[config.mk]
export PLATFORM = sky130hd
export DESIGN_NAME = wb_port_arbiter
export DESIGN_NICKNAME = d
export VERILOG_FILES = /design/src/rtl/wb_port_arbiter.sv
export SDC_FILE = /design/constraint.sdc
export NUM_CORES = 1
export LEC_CHECK = 0
export BUFFER_PORTS_ARGS = -buffer_cell sky130_fd_sc_hd__buf_4
export CAP_MARGIN = 20
export CELL_PAD_IN_SITES_DETAIL_PLACEMENT = 2
export CELL_PAD_IN_SITES_GLOBAL_PLACEMENT = 2
export CORE_MARGIN = 4
export CORE_UTILIZATION = 34
export DETAILED_ROUTE_END_ITERATION = 10
export GPL_ROUTABILITY_DRIVEN = 0
export PLACE_DENSITY_LB_ADDON = 0.3
export SLEW_MARGIN = 5
export SYNTH_ARGS = -nofsm -noshare
export SYNTH_HDL_FRONTEND = slang
export SYNTH_SLANG_ARGS = --single-unit
[constraint.sdc]
create_clock -name clk -period 2.36 [get_ports clk]
set_input_delay 0.354 -clock clk [delete_from_list [all_inputs] [get_ports clk]]
set_output_delay 0.354 -clock clk [all_outputs]
set_load 0.1 [all_outputs]
[src/rtl/wb_port_arbiter.sv]
// Register-file write-port arbiter: pipeline write-back has priority. Secondary results queue in a FIFO and drain into idle WB slots.
// Optional ARB_BYPASS_EN: a secondary result that arrives while the FIFO is empty and the WB slot is idle is written in the same cycle.
module wb_port_arbiter #(
  parameter int WIDTH      = 32,
  parameter int DEPTH      = 4,
  parameter int STARVE_MAX = 8
) (
  input  logic             clk,
  input  logic             rst,
  input  logic             i_arb_wb_we,
  input  logic [4:0]       i_arb_wb_rdst,
  input  logic [WIDTH-1:0] i_arb_wb_data,
  input  logic             i_arb_sec_valid,
  output logic             o_arb_sec_ready,
  input  logic [4:0]       i_arb_sec_rdst,
  input  logic [WIDTH-1:0] i_arb_sec_data,
  input  logic [4:0]       i_arb_chk_reg,
  output logic             o_arb_chk_hit,
  output logic             o_arb_stall,
  output logic             o_arb_rf_we,
  output logic [4:0]       o_arb_rf_rdst,
  output logic [WIDTH-1:0] o_arb_rf_data,
  output logic             o_arb_vwb_we,
  output logic [4:0]       o_arb_vwb_rdst,
  output logic [WIDTH-1:0] o_arb_vwb_data
);
  localparam int PW = $clog2(DEPTH);
  localparam int CW = $clog2(DEPTH + 1);
  localparam int SW = $clog2(STARVE_MAX + 1);
  localparam logic [CW-1:0] FULL_CNT   = CW'(DEPTH);
  localparam logic [SW-1:0] STARVE_LIM = SW'(STARVE_MAX);

  logic [4:0]       rdst_mem [DEPTH];
  logic [WIDTH-1:0] data_mem [DEPTH];
  logic [DEPTH-1:0] valid_q;
  logic [PW-1:0]    wr_ptr, rd_ptr;
  logic [CW-1:0]    count;
  logic [SW-1:0]    starve_cnt;

  logic empty, full, wb_busy, sec_xfer, pop, push, bypass;

  assign empty           = (count == '0);
  assign full            = (count == FULL_CNT);
  assign wb_busy         = i_arb_wb_we && (i_arb_wb_rdst != 5'd0);
  assign o_arb_sec_ready = !full;
  assign sec_xfer        = i_arb_sec_valid && !full && (i_arb_sec_rdst != 5'd0);
  assign o_arb_stall     = !rst && !empty && (starve_cnt == STARVE_LIM);
  assign push            = sec_xfer && !bypass;

  // A stall steals the slot from WB. Otherwise WB wins, and the FIFO fills idle slots.
  always_comb begin
    // NOTE: every output of this block gets a default first, so no path can infer a latch.
    o_arb_rf_we   = 1'b0;
    o_arb_rf_rdst = 5'd0;
    o_arb_rf_data = '0;
    pop           = 1'b0;
    bypass        = 1'b0;
    if (rst) begin
      o_arb_rf_we = 1'b0;
    end else if (o_arb_stall) begin
      o_arb_rf_we   = 1'b1;
      o_arb_rf_rdst = rdst_mem[rd_ptr];
      o_arb_rf_data = data_mem[rd_ptr];
      pop           = 1'b1;
    end else if (wb_busy) begin
      o_arb_rf_we   = 1'b1;
      o_arb_rf_rdst = i_arb_wb_rdst;
      o_arb_rf_data = i_arb_wb_data;
    end else if (!empty) begin
      o_arb_rf_we   = 1'b1;
      o_arb_rf_rdst = rdst_mem[rd_ptr];
      o_arb_rf_data = data_mem[rd_ptr];
      pop           = 1'b1;
`ifdef ARB_BYPASS_EN
    end else if (sec_xfer) begin
      o_arb_rf_we   = 1'b1;
      o_arb_rf_rdst = i_arb_sec_rdst;
      o_arb_rf_data = i_arb_sec_data;
      bypass        = 1'b1;
`endif
    end
  end

  // The lookup covers only entries already stored. A push in the current cycle is not visible yet.
  always_comb begin
    o_arb_chk_hit = 1'b0;
    for (int i = 0; i < DEPTH; i++) begin
      if (valid_q[i] && (rdst_mem[i] == i_arb_chk_reg)) o_arb_chk_hit = 1'b1;
    end
    if (i_arb_chk_reg == 5'd0) o_arb_chk_hit = 1'b0;
  end

  // NOTE: the payload storage has no reset. valid_q and count decide which entries are meaningful.
  always_ff @(posedge clk) begin
    if (push) begin
      rdst_mem[wr_ptr] <= i_arb_sec_rdst;
      data_mem[wr_ptr] <= i_arb_sec_data;
    end
  end

  // NOTE: state registers use non-blocking assignments only, so every read sees the value from before the edge.
  always_ff @(posedge clk) begin
    if (rst) begin
      wr_ptr     <= '0;
      rd_ptr     <= '0;
      count      <= '0;
      valid_q    <= '0;
      starve_cnt <= '0;
    end else begin
      if (push) begin
        wr_ptr          <= wr_ptr + PW'(1);
        valid_q[wr_ptr] <= 1'b1;
      end
      if (pop) begin
        rd_ptr          <= rd_ptr + PW'(1);
        valid_q[rd_ptr] <= 1'b0;
      end
      case ({push, pop})
        2'b10:   count <= count + CW'(1);
        2'b01:   count <= count - CW'(1);
        default: count <= count;
      endcase
      if (pop || empty)                  starve_cnt <= '0;
      else if (starve_cnt != STARVE_LIM) starve_cnt <= starve_cnt + SW'(1);
    end
  end

  always_ff @(posedge clk) begin
    if (rst) begin
      o_arb_vwb_we   <= 1'b0;
      o_arb_vwb_rdst <= 5'd0;
      o_arb_vwb_data <= '0;
    end else begin
      o_arb_vwb_we   <= o_arb_rf_we;
      o_arb_vwb_rdst <= o_arb_rf_rdst;
      o_arb_vwb_data <= o_arb_rf_data;
    end
  end
endmodule

Word level (Yosys, flattened, before mapping)
Memory sizes are Yosys's and may differ from the RTL's. A register that Yosys moved wholly into a read port is not among the register bits.
Cells that the tools add are included.
Operators by class
  $add $sub $neg: 5
  magnitude comparators: 4
  equal/unequal tests: 9
  multiplexer cells: 34
  bitwise logic cells: 3
  reductions and logical operators: 21
Operator list (number)
  two-way mux 32 bit: 4
  equality test 5 bit: 4
  two-way mux 5 bit: 4
  two-way mux 1 bit: 16
  two-way mux 4 bit: 3
  logical AND 1 bit: 11
  nonzero test 5 bit: 2
  two-way mux 2 bit: 4
  less-than comparator 2 x 3 -> 1 bit, second input constant: 2
  case mux 3 bit (2 select lines): 1
  zero test 5 bit: 1
  adder 2 x 1 -> 2 bit, second input constant: 2
  adder 4 x 1 -> 4 bit, second input constant: 1
  AND 4 bit: 1
  demux 1 bit (select 2 bit): 2
  equality test 4 bit, second input constant: 1
  >= comparator 2 x 1 -> 1 bit, second input constant: 2
  inequality test 4 bit, second input constant: 1
  inverter 4 bit: 1
  OR 4 bit: 1
  adder 3 x 1 -> 3 bit, second input constant: 1
  equality test 3 bit, second input constant: 1
  zero test 1 bit: 3
  zero test 3 bit: 1
  6 further kinds: 6
Storage, ports and cells
  register bits after elaboration: 53
  memory bits (writable): 148
  output and inout port bits: 79
  memories: 2
Memories
  data_mem: words 4, width 32, rd ports 1, clocked after memory_dff 1, wr ports 1, RTL line 34  | logic [WIDTH-1:0] data_mem [DEPTH];
  rdst_mem: words 4, width 5, rd ports 5, clocked after memory_dff 1, wr ports 1, RTL line 33  | logic [4:0] rdst_mem [DEPTH];

Longest topological paths before layout
Gate-level depths: netlist of the first run.
  depth in word-level cells: 9
  gate-level depth with buffers: 10
  mapped depth without buffers: 10

Worst setup path before layout of the first run
OpenSTA, ideal clock, no wires.
  path type: register to output
  from: reg starve_cnt[0]
  to: out o_arb_rf_data[10]
  arrival time: 4957 ps
  data required time: 2006 ps
  setup slack: -2951 ps
  cell stages (with the launch flop): 10
  cells stage by stage: dfxtp_1 -> inv_1 -> ha_1 -> nand3b_1 -> nor3_1 -> or2_2 -> buf_4 -> buf_4 -> nand2_1 -> a21oi_1
On the way
  cells in the longest elaborated chain, start to end: 4
RTL lines
  start, declared: RTL line 38  | logic [SW-1:0] starve_cnt;
  start signal, assigned: RTL line 124  | else if (starve_cnt != STARVE_LIM) starve_cnt <= starve_cnt + SW'(1);
  equality test 4 bit: RTL line 47  | assign o_arb_stall = !rst && !empty && (starve_cnt == STARVE_LIM);
  logical AND 1 bit: RTL line 47
  net o_arb_stall: RTL line 19  | output logic o_arb_stall,
  two-way mux 32 bit: RTL line 60  | end else if (o_arb_stall) begin
  two-way mux 32 bit: RTL line 58  | if (rst) begin
  end, declared: RTL line 22  | output logic [WIDTH-1:0] o_arb_rf_data,
The timed path passes the listed nets, and every way through them passes these cells.

Final worst setup path of the first run
  from: reg starve_cnt[1]
  to: out o_arb_rf_data[9]
On the way
  cells in the longest elaborated chain, start to end: 4
RTL lines (RTL line)
  equality test 4 bit: 47
  logical AND 1 bit: 47
  two-way mux 32 bit: 60
  two-way mux 32 bit: 58
Every way passes these cells.

==> results.toml, run 1 <==
[logic_synthesis]
synth_seq_cells = 203
ys_top_cells_by_area = "edfxtp_1 (56%), dfxtp_1 (14%), mux4_2 (10%)"
syn_inst = 523
ys_types = 37
async_reset_ff_frac = 0
yosys_warnings = 0
ys.flop_type = "edfxtp_1"
synth_top_area_frac = 0.559
synth_edf_count = 148
yosysTopAreaCell = "edfxtp_1"
syn_area_sq_um = 7960
yosysSeqAreaShare = 0.697
avgSynthCellArea_sq_um = 15.2
syn_nets = 618

[place]
dp_slack_ps = -429
dp.cells = 1007
portBuffers = 161
hpwlAfterDp_mm = 16.1

[die]
ioPinCount = 162
core_sq_um = 22800
dieArea_sq_um = 25900
initial_core_util = 0.348
rows = 55
die_w_um = 161
die_h_um = 161

[setup_path]
cp.buffers_inverters = 4
path_cells = "inv_2, ha_4, nand3b_1, nor3_4, buf_6, or2_4, clkbuf_16, nand2_2, a21oi_4, buf_12"
cp_max_fo = 12
arrival_ps = 2450
r2r_slack_ps = 20
path_class = "reg -> out"
worstReg2RegStart = "starve_cnt[0]$_SDFFE_PP0P_"
start_kind = "flip-flop"
rr_worst_depth = 11
critPathMaxStageDelay_ps = 330
cp_top_family = "simple AND/OR/NAND/NOR gates"
cp.depth = 10
r2r_end = "count[2]$_SDFFE_PP0P_"
worstPathRequired_ps = 2010
cp-end-kind = "output pin"
cp_slowest_cell = "dfxtp_2"

[clocking]
clkLatencyLatePin_ps = 500
cts_tree = "done"
h-tree-depth = 1
clk_pin_slew_ps = 60
clock_sinks = 203
cts_buffers = 23
ctsHoldBuffers = 0
cts_root_buffer = "clkbuf_16"
clock_path_buffers = 3

[sta]
fin_crit_sh = 1.19
hold_ws_ps = 56.2
fin_crit_ps = 2800
timing.final.ws_setup_ps = -445
slew_viol_final = 0
fin_worst_skew_ps = 14.0
worst_pin_slew_ps = 644
slew_headroom = 0.571
rsz0062_at_grt = "yes"
setup_viol_count_final = 37
max_freq_mhz = 357
hold_violations = 0

[drt]
drtAntennaViolNets = 0
vias = 5263
firstDrtPassIters = 4
drt_iter0_markers = 268
post-route-drc-count = 0
viasPerCell = 4.96
routed_wl_mm = 25.7
wl_per_cell_um = 24.2

[cells_and_area]
drive_above_1_share = 0.513
nets = 828
fin_util = 0.518
final_cell_count_no_fill = 1062
fillers = 2094
antenna_cells = 0
syn_to_final_growth_pct = 48.7

[pwr]
p_comb_frac = 0.345
swShare = 0.359
p_switching_w = 0.00415
irDropWorstVdd_uv = 561
seqPwrFrac = 0.373
clockPowerShare = 0.283
p_int_w = 0.00742
cellLeakagePower_nw = 4.31
pwr_density_cell_nw_per_um2 = 978

[job]
drv_cap = 0

[global_route]
grtUsageTotal = 0.193
grt_first_pass_wirelength_mm = 38.6
antenna_found_initial = 0
grt_pass1_vias = 6226
overflow = 0
grt_max_degree = 38

[outcome]
status = "complete, but fails checks"
violations = "negative setup slack"

[worst_hold_path]
min_from = "i_arb_sec_data[14]"
hold_end = "data_mem[1][14]$_DFFE_PP_"
holdPathStages = 1
hp-class = "in -> reg"
-- worst max-delay path by stage --
| stage | start | endpoint |
|---|---|---|
| after floorplan | starve_cnt[1]$_SDFFE_PP0P_ | o_arb_rf_data[10] |
| after global placement | i_arb_wb_rdst[0] | o_arb_rf_rdst[1] |
| after detailed placement | starve_cnt[0]$_SDFFE_PP0P_ | o_arb_rf_data[6] |
| after CTS | starve_cnt[1]$_SDFFE_PP0P_ | o_arb_rf_rdst[4] |
| after global routing | starve_cnt[1]$_SDFFE_PP0P_ | o_arb_rf_data[21] |
| final | starve_cnt[1]$_SDFFE_PP0P_ | o_arb_rf_data[9] |
-- power groups by stage --
stage | Combinational [W] | Sequential, W | Clock [W]
floorplan | 0.00184 | 0.00504 | 0
detailed placement | 0.00350 | 0.00438 | 0
global placement | 0.00340 | 0.00435 | 0
global route | 0.00415 | 0.00434 | 0.00353
finish | 0.00399 | 0.00431 | 0.00327
CTS | 0.00393 | 0.00431 | 0.00336
-- metal layers --
layer  vias up  track usage  share of wire
li1       2375            -              -
met1      2736        0.228           0.40
met2       125        0.370           0.55
met3        27       0.0308          0.032
met4         0       0.0407          0.017
met5         -            0              0
-- cell type report --
class / instances / area [sq um] / share of cell area
well taps: 313 / 392 / 0.0331
clock buffers: 29 / 598 / 0.0506
multi-input cells: 280 / 2870 / 0.242
clock inverters: 12 / 77.6 / 0.00656
flip-flops and latches: 203 / 5560 / 0.470
repair buffers: 215 / 2300 / 0.194
inverters: 10 / 37.5 / 0.00317
-- state kept, by name (all words and copies together) (netlist names), named ones only --
name and count:
data_mem 128, o_arb_vwb_data 32, rdst_mem 20, o_arb_vwb_rdst 5, starve_cnt 4, valid_q 4
count 3, rd_ptr 2, wr_ptr 2, o_arb_vwb_we 1
-- Yosys cell counts, drive strengths merged, types with 2 or more instances --
library cell and n:
mux4 37, xor2 18, edfxtp 148, buf 16
clkbuf 15, ha 11, xnor2 8, inv 10
o21ai 2, mux2i 2, nor4 4, or4 3
and2 4, or3 2, nor3 2, nor2 12
a21oi 79, dfxtp 55, nand3 5, nand2 76
a211oi 4
-- cells by family (layout without fill, tap and decap cells) --
family          count (synthesis)  after routing  share of synthesized area
compound gates                 90             90                     0.0609
xor+xnor                       26             26                     0.0286
fa+ha+maj                      12             12                     0.0198
buf+inv                        41            266                     0.0226
flops                         203            203                      0.697
mux                            39             39                      0.107
simple gates                  112            113                     0.0637
-- per-stage QoR --
stage	cell area [sq um]	TNS (ps)	power, W
6_report	11800	-14780	0.0116
5_1_grt	11800	-18690	0.0120
4_1_cts	11700	-13940	0.0116
3_5_place_dp	10300	-14540	0.00788
3_3_place_gp	10300	-9390	0.00775
2_1_floorplan	8450	-22240	0.00689
-- cells in the final DEF (no fill, tap or decap), types with 7 or more instances in the layout --
| cell type | instances |
|---|---|
| a21oi_1 | 41 |
| dfxtp_1 | 49 |
| nand2_4 | 7 |
| ha_1 | 9 |
| buf_12 | 47 |
| nor2_1 | 11 |
| buf_4 | 159 |
| a21oi_4 | 37 |
| nand2_1 | 40 |
| xnor2_1 | 7 |
| edfxtp_1 | 148 |
| nand2_2 | 29 |
| clkbuf_16 | 24 |
| xor2_1 | 18 |
| mux4_2 | 37 |
| inv_1 | 7 |
-- timing repair --
item                       4_1_cts  5_1_grt
pin swaps                       16       15
resized for setup              134       37
setup buffers                   10        2
gates cloned                     3        1
setup endpoints to repair       41       40
Power figures use the tool's default switching activity.
==> run 2, diff against run 1 <==
- PLACE_DENSITY: unset -> 0.82
- PLACE_DENSITY_LB_ADDON: 0.3 -> unset
==> run 2 against run 1 <==
Effect of this change:
- the flow still finishes with violations (negative setup slack)
- die area unchanged
- sequential share of layout area is 0.54 points lower
- wire length grew 4.3%
- core utilization up 0.64 points
- first-iteration DRC count is 20% lower
- sequential cell count is the same
- worst setup slack gained 83 ps
- maximum frequency is 3.1% higher
- global-route usage grew 0.44 points
==> results.toml, run 2 (same netlist as run 1, synthesis figures left out) <==
[drt]
drt_iter0_markers = 215
vias = 5262
firstDrtPassIters = 4
post-route-drc-count = 0
wl_per_cell_um = 25.3
viasPerCell = 4.98
drtAntennaViolNets = 0
routed_wl_mm = 26.8

[sta]
hold_violations = 0
tns_ps = -11170
rsz0062_at_grt = "yes"
max_freq_mhz = 367
worst_pin_slew_ps = 666
slew_viol_final = 0
slew_headroom = 0.556
fin_crit_sh = 1.15
setup_viol_count_final = 39
fin_worst_skew_ps = 13.3
timing.final.ws_setup_ps = -361
fin_crit_ps = 2720

[worst_hold_path]
min_from = "i_arb_sec_data[18]"
hp-class = "in -> reg"

[cells_and_area]
syn_to_final_growth_pct = 50.5
reg_top3 = "data_mem (128), o_arb_vwb_data (32), rdst_mem (20)"
drive_above_1_share = 0.550
final_common_cell = "buf_4"
ff_latch_area_sq_um = 5560
final_cell_mix = "buf_4 (156), edfxtp_1 (148), dfxtp_1 (48)"
multi_input_area_sq_um = 2970
nets = 821
largest_reg_flops = 128
top_register = "data_mem"
fillers = 2105
fin_util = 0.524

[outcome]
status = "complete, but fails checks"
violations = "negative setup slack"

[global_route]
grtUsageTotal = 0.198
overflow = 0
grt_max_degree = 38
antenna_found_initial = 2
grt_first_pass_wirelength_mm = 39.3
grt_pass1_vias = 6127

[setup_path]
path_cells = "inv_2, ha_4, nand3b_1, nor3_4, buf_6, nor2_4, buf_12, clkbuf_16, nand2_2, a21oi_4, buf_12"
cp_slowest_cell = "dfxtp_2"
worstPathRequired_ps = 2010
cp_max_fo = 7
start_kind = "flip-flop"
path_class = "reg -> out"
worstReg2RegStart = "starve_cnt[1]$_SDFFE_PP0P_"
critPathMaxStageDelay_ps = 350
startpoint = "starve_cnt[1]$_SDFFE_PP0P_"
cpMostUsedCell = "buf_12"
arrival_ps = 2370
cp-end-kind = "output pin"

[place]
dp_slack_ps = -177
portBuffers = 161
hpwlAfterDp_mm = 16.7

[die]
ioPinCount = 162
die_w_um = 161
core_sq_um = 22800
rows = 55
die_h_um = 161
initial_core_util = 0.348
dieArea_sq_um = 25900

[clocking]
h-tree-depth = 1
cts_root_buffer = "clkbuf_16"
clk_pin_slew_ps = 60
clock_sinks = 203
clkLatencyLatePin_ps = 500
cts_buffers = 22
cts_tree = "done"
clock_path_buffers = 3
ctsHoldBuffers = 0

[pwr]
irDropWorstVdd_uv = 541
pwr_density_cell_nw_per_um2 = 990
cellLeakagePower_nw = 4.34

[job]
drv_cap = 0
## run 2: changes by cell type in the layout (fill, tap and decap cells not counted), moves of 3 or more
cell      before  now
clkinv_1       6    2
nand2_1       40   17
clkbuf_1       6    3
nand2_2       29   47
nand2_8        0    3
buf_4        159  156
## run 2: report_power, final
group / total [W] / internal, W / leakage (nW) / switching [W]
clock network: 0.00349 / 0.00206 / 0.360 / 0.00143
registers: 0.00431 / 0.00417 / 1.81 / 0.000136
logic: 0.00406 / 0.00137 / 2.17 / 0.00268
total: 0.0119 / 0.00761 / 4.34 / 0.00425
## run 2: worst paths after layout
| path | to | cells after the start | slack, ps |
|---|---|---|---|
| worst max-delay path | o_arb_rf_data[4] | 11 | -360 |
| worst min-delay path | data_mem[2][18]$_DFFE_PP_ | 1 | 50 |
| worst max register to register | count[2]$_SDFFE_PP0P_ | 11 | -50 |
| worst min register to register | starve_cnt[0]$_SDFFE_PP0P_ | 2 | 530 |
## run 2: critical path: cells and delay by family (launching register included)
family                   cells  cell delay, ps
flip-flops                   1             350
buffers and inverters        5             720
adder cells (fa/ha/maj)      1             140
AND/OR/NAND/NOR              4             450
AO/OA/AOI/OAI                1             170
## run 2: metrics by stage
| stage | hold slack (ps) | cell area, sq um | power, W | instances |
|---|---|---|---|---|
| after floorplan | 418 | 8450 | 0.00689 | 523 |
| after global routing | 30.2 | 12000 | 0.0123 | 1057 |
| after detailed placement | 448 | 10200 | 0.00785 | 994 |
| after global placement | 424 | 10200 | 0.00772 | 994 |
| after CTS | 28.5 | 11700 | 0.0117 | 1046 |
| final | 51.2 | 12000 | 0.0119 | 1057 |
## run 2: repair_timing
item,4_1_cts,5_1_grt
endpoints found under the hold margin,0,0
pin swaps,20,33
gates resized for setup,146,61
endpoints found under the setup margin,40,41
gates cloned,3,2
setup buffers,9,11
## run 2: layer usage
metal  GRT usage  vias up  routed length (um)
met5           0        -                   0
met4      0.0473        0                 593
met3      0.0293       38                 855
met2       0.398      146               15500
met1       0.216     2715                9850
li1            -     2363                   -
## run 2: final cells by class
cell class / instances / share of cell area
Inverter: 10 / 0.00355
Antenna cell: 2 / 0.000418
Tap cell: 313 / 0.0327
Clock buffer: 28 / 0.0513
Clock inverter: 12 / 0.00920
Timing Repair Buffer: 210 / 0.191
Sequential cell: 203 / 0.464
Multi-Input combinational cell: 279 / 0.248
